==> config.mk <==
export PLATFORM = sky130hd
export DESIGN_NAME = regfile_write_arbiter
export DESIGN_NICKNAME = d
export VERILOG_FILES = /design/src/rtl/regfile_write_arbiter.sv
export SDC_FILE = /design/constraint.sdc
export NUM_CORES = 1
export LEC_CHECK = 0
export BUFFER_PORTS_ARGS = -buffer_cell sky130_fd_sc_hd__buf_4
export CORE_MARGIN = 3
export CORE_UTILIZATION = 39
export CTS_BUF_LIST = sky130_fd_sc_hd__clkbuf_16
export DETAILED_ROUTE_END_ITERATION = 16
export PLACE_DENSITY_LB_ADDON = 0.08
export SYNTH_ARGS = -nofsm -noshare
export SYNTH_HDL_FRONTEND = slang
export SYNTH_SLANG_ARGS = --single-unit
==> constraint.sdc <==
create_clock -name clock -period 2.2 [get_ports clock]
set_input_delay 0.33 -clock clock [delete_from_list [all_inputs] [get_ports clock]]
set_output_delay 0.33 -clock clock [all_outputs]
set_load 0.01 [all_outputs]
==> src/rtl/regfile_write_arbiter.sv <==
// regfile_write_arbiter
//   Shares the single regfile write port among NUM_REQ writeback sources
//   (ALU, multdiv, load). The arbiter is round-robin, and each source has a
//   valid/ready handshake. The output stage is registered and drives the
//   regfile write port directly. Writes to r0 complete the handshake, but the
//   write enable is held low so the zero register is never written.
//
// Ports
//   clock            in   rising-edge system clock
//   ctrl_reset       in   synchronous, active-high reset
//   req_valid        in   [NUM_REQ]     requester i has a write pending
//   req_reg          in   [5*NUM_REQ]   destination register, bits [5i+4:5i]
//   req_data         in   [32*NUM_REQ]  write data, bits [32i+31:32i]
//   req_ready        out  [NUM_REQ]     one-hot combinational grant
//   ctrl_writeEnable out  registered regfile write enable
//   ctrl_writeReg    out  registered regfile write address
//   data_writeReg    out  registered regfile write data
//   grant_id         out  registered index of the source now on the port
//   wr_pending       out  copy of ctrl_writeEnable for hazard/forward logic
module regfile_write_arbiter #(
   parameter int NUM_REQ = 3,
   parameter int ID_W    = 2
) (
   input  logic                    clock,
   input  logic                    ctrl_reset,
   input  logic [NUM_REQ-1:0]      req_valid,
   input  logic [5*NUM_REQ-1:0]    req_reg,
   input  logic [32*NUM_REQ-1:0]   req_data,
   output logic [NUM_REQ-1:0]      req_ready,
   output logic                    ctrl_writeEnable,
   output logic [4:0]              ctrl_writeReg,
   output logic [31:0]             data_writeReg,
   output logic [ID_W-1:0]         grant_id,
   output logic                    wr_pending
);

   logic [ID_W-1:0] rr_ptr;
   logic [ID_W-1:0] winner;
   logic [ID_W-1:0] next_ptr;
   logic            found;
   logic            grant;
   logic [4:0]      sel_reg;
   logic [31:0]     sel_data;

   // The wrapped scan from rr_ptr is split into two linear passes.
   // The first pass takes the lowest valid index at or above rr_ptr.
   // If nothing is found, the second pass takes the lowest valid index
   // overall, which must lie below rr_ptr.
   always_comb begin
      found    = 1'b0;
      winner   = '0;
      sel_reg  = '0;
      sel_data = '0;
      for (int unsigned i = 0; i < NUM_REQ; i++) begin
         if (!found && req_valid[i] && (i >= 32'(rr_ptr))) begin
            found    = 1'b1;
            winner   = ID_W'(i);
            sel_reg  = req_reg[5*i +: 5];
            sel_data = req_data[32*i +: 32];
         end
      end
      for (int unsigned i = 0; i < NUM_REQ; i++) begin
         if (!found && req_valid[i]) begin
            found    = 1'b1;
            winner   = ID_W'(i);
            sel_reg  = req_reg[5*i +: 5];
            sel_data = req_data[32*i +: 32];
         end
      end
   end

   // A grant is suppressed while reset is asserted, so no handshake completes.
   assign grant = found && !ctrl_reset;

   always_comb begin
      req_ready = '0;
      if (grant) begin
         req_ready[winner] = 1'b1;
      end
   end

   assign next_ptr = (winner == ID_W'(NUM_REQ - 1)) ? '0 : winner + 1'b1;

   always_ff @(posedge clock) begin
      if (ctrl_reset) begin
         rr_ptr           <= '0;
         ctrl_writeEnable <= 1'b0;
         ctrl_writeReg    <= '0;
         data_writeReg    <= '0;
         grant_id         <= '0;
      end else if (grant) begin
         rr_ptr           <= next_ptr;
         ctrl_writeEnable <= (sel_reg != 5'd0);
         ctrl_writeReg    <= sel_reg;
         data_writeReg    <= sel_data;
         grant_id         <= winner;
      end else begin
         ctrl_writeEnable <= 1'b0;
      end
   end

   assign wr_pending = ctrl_writeEnable;

endmodule
Word level (Yosys, flattened, before mapping)
Cells that the tools add are included.

word-level totals
  output and inout bits = 44
  bits in registers = 42
  word-level logic and storage cells = 58
  input bits = 116

cells by class
  add/sub/neg operators = 1
  multiplexer cells = 27
  magnitude comparators = 5
  bitwise logic cells = 1
  reductions and logical operators = 18
  equality and inequality tests = 1

operators with widths
  kind                 number
  $mux 32              6
  $mux 5               6
  $logic_and 1x1->1    10
  $mux 2               5
  $mux 1               8
  $logic_not 1->1      6
  $reduce_bool 5->1    1
  $ge 1x2->1 const A   2
  $lt 2x3->1 const B   1
  $mux 3               1
  $add 2x1->2 const B  1
  $demux 1 s2          1
  $eq 2x2->1 const B   1
  $ge 2x1->1 const B   1
  $ge 2x2->1 const A   1
  $reduce_or 2->1      1
  $not 1->1            1

Logic depth before layout (Yosys ltp)
Gate-level depths: netlist of the first run.

  depth after elaboration = 25
  depth in mapped cells = 7
  gate-level depth less buffers = 5

Worst setup path before layout of the first run
No wires, ideal clock.

  kind = register to output
  start = register rr_ptr[0]
  end = output req_ready[0]
  buffers on the path = 3
  stages on the path, launching flop included = 7
  setup slack = 0.313 ns
  data arrival time = 1.557 ns
  data required time = 1.870 ns
  path through = dfxtp_1 buf_4 nor3b_1 o31a_1 buf_6 buf_6 nor4_1

between the ends
  longest elaborated chain between the ends = 25
  elaborated cells between the ends (all ways) = 34
  those cells by class = order compare (5); mux (14); reduce/logical (15)

RTL lines
  element                                                         RTL line  RTL
  start: declaration                                              37        logic [ID_W-1:0] rr_ptr;
  start signal: assignment                                        92        rr_ptr <= next_ptr;
  $ge 1x2->1                                                      55        if (!found && req_valid[i] && (i >= 32'(rr_ptr))) begin
  $logic_and 1x1->1                                               55
  $mux 1                                                          55
  $logic_not 1->1                                                 55
  $logic_and 1x1->1 (2 in series)                                 55
  $mux 1                                                          55
  $logic_not 1->1                                                 55
  $logic_and 1x1->1 (2 in series)                                 55
  (+7 left out)                                                   --
  $logic_not 1->1                                                 63        if (!found && req_valid[i]) begin
  $logic_and 1x1->1                                               63
  $mux 2                                                          63
  $lt 2x3->1 (implied by the code) or $ge 2x1->1 (tied branches)  78        req_ready[winner] = 1'b1;
  $logic_and 1x1->1 (implied by the code)                         78
  $mux 1 (implied by the code)                                    78
  $demux 1 s2                                                     78
  $mux 3 (*)                                                      77        if (grant) begin
  end: declaration                                                29        output logic [NUM_REQ-1:0] req_ready,

Mark *: on every way between the ends. The rest lies on a longest branch, timed or not.

Final worst setup path of the first run
  start = register rr_ptr[1]
  end = output req_ready[0]

Same word-level chain as after synthesis.

==> impl_metrics.json, run 1 <==
{
  "io_buffer_count": 159,
  "place.gp.congestion": 0.792,
  "stdcell_count": 436,
  "wl_per_cell_um": 16.0,
  "crit_path_end_kind": "output port",
  "power.density_nw_per_um2": 703,
  "yosysTopAreaCell": "dfxtp_1",
  "hold_path_class": "input pin to register",
  "min_period_over_period_pct": 93.5,
  "finalClockSkew_ns": 0.00370,
  "ir_drop_uv": 525,
  "syn_area_um2": 1950,
  "required_ns": 1.87,
  "grt_pass1_vias": 2433,
  "hold_buffers": 0,
  "synth_seq_cells": 42,
  "syn_area_per_cell_um2": 8.87,
  "synthArstFlopShare_pct": 0,
  "clk_pin_slew_ns": 0.06,
  "ys_types": 31,
  "place_hpwl_mm": 5.19,
  "start_util_pct": 40.8,
  "io_pins": 160,
  "slew-limit-headroom_pct": 67.8,
  "grt_max_degree": 46,
  "setup_viol": 0,
  "num_vias": 2352,
  "path_cells": "a21oi_1 > o211a_1 > buf_4 > nor4_1 > buf_4",
  "p_leak_nw": 1.54,
  "rows": 25,
  "dpl.cell_count": 428,
  "diodes": 0,
  "grtUsageTotal_pct": 23.0,
  "critPathArrivalTime_ns": 1.73,
  "cts_buffers": 5,
  "drtIter0Drc": 228,
  "grt_setup_unrepaired": "false",
  "root_buffer": "clkbuf_16",
  "final_core_util_pct": 69.8,
  "coreArea_um2": 4790,
  "fin_nets": 484,
  "cp_slowest_cell": "dfxtp_2",
  "max_freq_mhz": 486,
  "syn-num-nets": 336,
  "globalRoute.totalOverflow": 0,
  "hold_violations": 0,
  "tns_ns": 0,
  "antenna_found_initial": 0,
  "cts.sinks": 42,
  "via_per_inst": 5.39,
  "postCtsSetupBuffers": 0,
  "total_power_mw": 2.35,
  "drt_pass1_iterations": 6,
  "clock_path_buffers": 2,
  "synthCells": 220,
  "detail-route-antenna-nets": 0,
  "fp.dieH_um": 76.7,
  "critical_path_class": "register to output port",
  "yosysSeqAreaShare_pct": 43.1,
  "die_w_um": 76.7,
  "yosysWarnings": 0,
  "wl_mm": 6.96,
  "timing.max_cap.violations": 0,
  "grt_pass1_wl_mm": 11.3,
  "synthToLayoutAreaGrowth_pct": 71.1,
  "synth-edff-count": 0,
  "start_kind": "register",
  "cp_max_fo": 16,
  "cts_tree": "yes",
  "drive_gt1_share_pct": 49.3,
  "max_stage_delay_ns": 0.43,
  "cp_common_cell": "buf_4",
  "dieArea_um2": 5890,
  "yosys-top-cells-area": "dfxtp_1, a222oi_1, a21oi_1, nand2_1, buf_6",
  "synth_ff_type": "dfxtp_1",
  "slew_violations": 0,
  "clock_latency_ns": 0.28,
  "status": "complete, no violations",
  "tightest_slew_ns": 0.483,
  "h-tree-depth": 2,
  "route.detailed.drc": 0,
  "min_period_ns": 2.06,
  "synth_top_area_share_pct": 43.1
}
-- area by class of cell --
cell class	instances	area (um^2)
Fill cell	418	1450
Timing Repair Buffer	168	1260
Multi-Input combinational cell	149	953
Sequential cell	42	843
Clock buffer	5	125
Tap cell	67	83.8
Clock inverter	3	63.8
Inverter	2	7.51
-- path summary, 6_finish.rpt --
check / slack [ns] / endpoint / depth (start not counted) / start
max: 0.14 / req_ready[0] / 5 / rr_ptr[1]
min: 0.30 / data_writeReg[31] / 3 / req_data[31]
max reg2reg: 0.36 / data_writeReg[2] / 5 / rr_ptr[1]
min reg2reg: 0.46 / ctrl_writeReg[3] / 2 / ctrl_writeReg[3]
-- timing repair --
action                     in CTS  in global routing
hold endpoints to repair        0                  0
resized for setup               2                  1
setup endpoints to repair       2                  1
-- synth_stat cells, types with 2 or more instances --
cell type / instances
nand2_1: 41
nor2b_1: 2
dfxtp_1: 42
nor2_1: 7
nor3b_1: 3
buf_1: 2
buf_6: 5
buf_4: 2
buf_2: 8
a222oi_1: 36
clkbuf_1: 10
inv_1: 2
a21oi_1: 42
-- where the power goes --
group	switching [mW]	internal [mW]	total (mW)
logic	0.231	0.315	0.546
clock network	0.285	0.646	0.931
registers	0.0413	0.828	0.869
total	0.557	1.79	2.35
-- cell families after synthesis --
family | synth area share, %
flip-flops | 43.1
buffers and inverters | 8.40
multiplexers | 0.513
AO/OA/AOI/OAI | 33.7
AND/OR/NAND/NOR | 14.2
-- worst max-delay path, delay by kind of cell (launching register included) --
family | cells | cell delay (ns)
AO/OA/AOI/OAI | 2 | 0.36
flip-flops | 1 | 0.43
buffers and inverters | 2 | 0.38
AND/OR/NAND/NOR | 1 | 0.27
-- metrics by stage --
stage	hold WS, ns	setup WS (ns)	cell area [um^2]
6_report	0.299	0.142	3340
5_1_grt	0.303	0.0168	3340
4_1_cts	0.291	0.0793	3340
3_5_place_dp	0.448	0.233	3150
3_3_place_gp	0.444	0.290	3150
2_1_floorplan	0.466	0.313	1950
-- cell usage in the layout, fill, tap and decap left out --
| cell type | netlist | layout |
|---|---|---|
| a21o_1 | 1 | 1 |
| a21oi_1 | 42 | 42 |
| a222oi_1 | 36 | 36 |
| a22o_1 | 1 | 1 |
| a311oi_1 | 1 | 1 |
| a32o_1 | 1 | 1 |
| a32oi_1 | 1 | 1 |
| and3_1 | 1 | 1 |
| buf_4 | 2 | 168 |
| bufinv_16 | 0 | 2 |
| clkbuf_16 | 0 | 5 |
| clkinv_1 | 0 | 1 |
| dfxtp_1 | 42 | 40 |
| dfxtp_2 | 0 | 2 |
| inv_1 | 2 | 2 |
| mux2i_1 | 1 | 1 |
| nand2_1 | 41 | 41 |
| nand2b_1 | 1 | 1 |
| nor2_1 | 7 | 7 |
| nor2b_1 | 2 | 2 |
| nor2b_4 | 1 | 1 |
| nor3_1 | 1 | 1 |
| nor3_4 | 0 | 1 |
| nor3b_1 | 3 | 3 |
| nor4_1 | 1 | 1 |
| nor4b_2 | 1 | 1 |
| o211a_1 | 1 | 1 |
| o211ai_1 | 1 | 1 |
| o221a_2 | 1 | 1 |
| o22ai_1 | 1 | 1 |
| o31a_2 | 0 | 1 |
-- sequential cells by signal, summed over array words and instances (netlist names) --
name	flops
ctrl_writeReg	5
grant_id	2
ctrl_writeEnable	1
data_writeReg	32
rr_ptr	2
-- metal layers --
layer  vias up  track usage (%)  wire length [um]
li1       1158                -                 -
met1      1060             27.2              2730
met2       125             39.6              3360
met3         9             8.22               770
met4         0             5.62                98
met5         -                0                 0
(Power assumes the default switching activity.)
==> inputs of run 2 (changes only) <==
Settings changed: RECOVER_POWER from default to 100.
==> run 2 against run 1 <==
Effect of this change:
- core utilization is 3.7 points lower
- die area stayed put
- count of clock-buffer cells in the layout stayed put
- maximum frequency is 0.85% lower
- combinational power is 10% lower
- final area is 5.2% lower
- sequential share of layout area is 1.4 points higher
- first-iteration DRC count is 13% higher
- critical path type unchanged
- sequential power hardly changed
- worst hold slack worse by 0.0023 ns
==> impl_metrics.json, run 2 (same netlist as run 1, synthesis figures left out) <==
{
  "wl_mm": 6.95,
  "p_clk_share_pct": 40.7,
  "multi_input_area_um2": 946,
  "min_period_ns": 2.08,
  "start_util_pct": 40.8,
  "num_vias": 2361,
  "critical_path_class": "register to output port",
  "synthToLayoutAreaGrowth_pct": 62.2,
  "seqCellArea_um2": 843,
  "grt_setup_unrepaired": "false",
  "dpl.cell_count": 428,
  "met3_usage_pct": 8.22,
  "stdcell_count": 436,
  "power.density_nw_per_um2": 724,
  "status": "complete, no violations",
  "clk_pin_slew_ns": 0.06,
  "grt.met1_usage_pct": 27.2,
  "grt_pass1_wl_mm": 11.3,
  "p_comb_share_pct": 21.4,
  "grt_max_degree": 46,
  "p_leak_nw": 1.36,
  "route.detailed.drc": 0,
  "layout_setup_ws_ns": 0.125,
  "p_int_mw": 1.73,
  "io_buffer_count": 159,
  "seq_power_share_pct": 37.8,
  "cp_max_fo": 13,
  "pre_cts_slack_ns": 0.233,
  "io_pins": 160,
  "power.switching_mw": 0.558,
  "p_sw_share_pct": 24.3,
  "tns_ns": 0,
  "tightest_slew_ns": 0.481,
  "wl_per_cell_um": 15.9,
  "crit_path_end_kind": "output port",
  "critPathArrivalTime_ns": 1.75,
  "setup_viol": 0,
  "globalRoute.totalOverflow": 0,
  "diodes": 0,
  "fp.dieH_um": 76.7,
  "reg2reg_slack_ns": 0.34,
  "largest_reg_flops": 32,
  "timing.max_cap.violations": 0,
  "ir_drop_uv": 517,
  "final_core_util_pct": 66.1,
  "fin_nets": 484,
  "max_freq_mhz": 482,
  "coreArea_um2": 4790,
  "cts_tree": "yes",
  "place.gp.congestion": 0.792,
  "use_met2_pct": 39.6,
  "root_buffer": "clkbuf_16",
  "drt_pass1_iterations": 6,
  "cts.sinks": 42,
  "hold_buffers": 0,
  "drive_gt1_share_pct": 36.9,
  "final_common_cell": "buf_4",
  "antenna_found_initial": 0,
  "total_power_mw": 2.29,
  "start_kind": "register",
  "place_hpwl_mm": 5.19,
  "grt_pass1_vias": 2433,
  "finalClockSkew_ns": 0.00345,
  "cts_buffers": 5,
  "clock_latency_ns": 0.28,
  "h-tree-depth": 2,
  "final_cell_mix": "buf_4, clkbuf_1, a21oi_1",
  "top_usage_layer": "met2",
  "reg_top3": "data_writeReg x32, ctrl_writeReg x5",
  "nFillCells": 466,
  "die_w_um": 76.7,
  "slew-limit-headroom_pct": 67.9,
  "drtIter0Drc": 257,
  "detail-route-antenna-nets": 0,
  "min_period_over_period_pct": 94.3,
  "via_per_inst": 5.42,
  "rows": 25,
  "hold_path_class": "input pin to register",
  "grtUsageTotal_pct": 23.0,
  "slew_violations": 0,
  "hold_violations": 0,
  "dieArea_um2": 5890,
  "clock_path_buffers": 2,
  "largest-register": "data_writeReg",
  "required_ns": 1.87
}
run 2: changes by cell type in the layout (fill, tap and decap cells not counted), sizes merged:
cell,before,now
clkbuf,5,50
buf,168,123
run 2: power by group through the flow:
stage	clock network, mW	logic [mW]	registers (mW)
floorplan	0	0.226	0.905
global placement	0	0.544	0.883
detailed placement	0	0.548	0.884
CTS	0.954	0.549	0.869
global route	0.976	0.543	0.875
finish	0.933	0.491	0.867
run 2: stage by stage:
step	area, um^2	hold slack (ns)
after detailed placement	3150	0.448
final	3160	0.296
after CTS	3340	0.291
after global placement	3150	0.444
after global routing	3160	0.303
after floorplan	1950	0.466
run 2: repair_timing:
item | 4_1_cts | 5_1_grt
endpoints found under the setup margin | 2 | 1
gates resized for setup | 2 | 1
setup buffers | 0 | 0
cloned | 0 | 0
run 2: layout make-up:
class	count	area share [%]
sequential	42	26.7
clock buffer	5	3.96
tap	67	2.65
timing repair buffer	168	34.6
clock inverter	3	2.02
multi-input combinational	149	29.9
inverter	2	0.237
run 2: worst max-delay path: stages, from the launching register on:
cell and delay (ns):
dfxtp_2 0.38, nor2b_1 0.16, o31a_2 0.46, nor4b_2 0.29, clkbuf_1 0.18
run 2: metal layers:
layer	share of wire, %	up-vias	wire length [um]
li1	-	1155	-
met1	40	1081	2770
met2	48	116	3340
met3	11	9	736
met4	1.4	0	98
met5	0	-	0
run 2: path summary, 6_finish.rpt:
| check | startpoint | to | cells after the start |
|---|---|---|---|
| setup / recovery | rr_ptr[1] | req_ready[1] | 4 |
| hold / removal | req_data[19] | data_writeReg[19] | 3 |
| setup reg to reg | rr_ptr[1] | data_writeReg[9] | 5 |
| hold reg to reg | ctrl_writeReg[3] | ctrl_writeReg[3] | 2 |
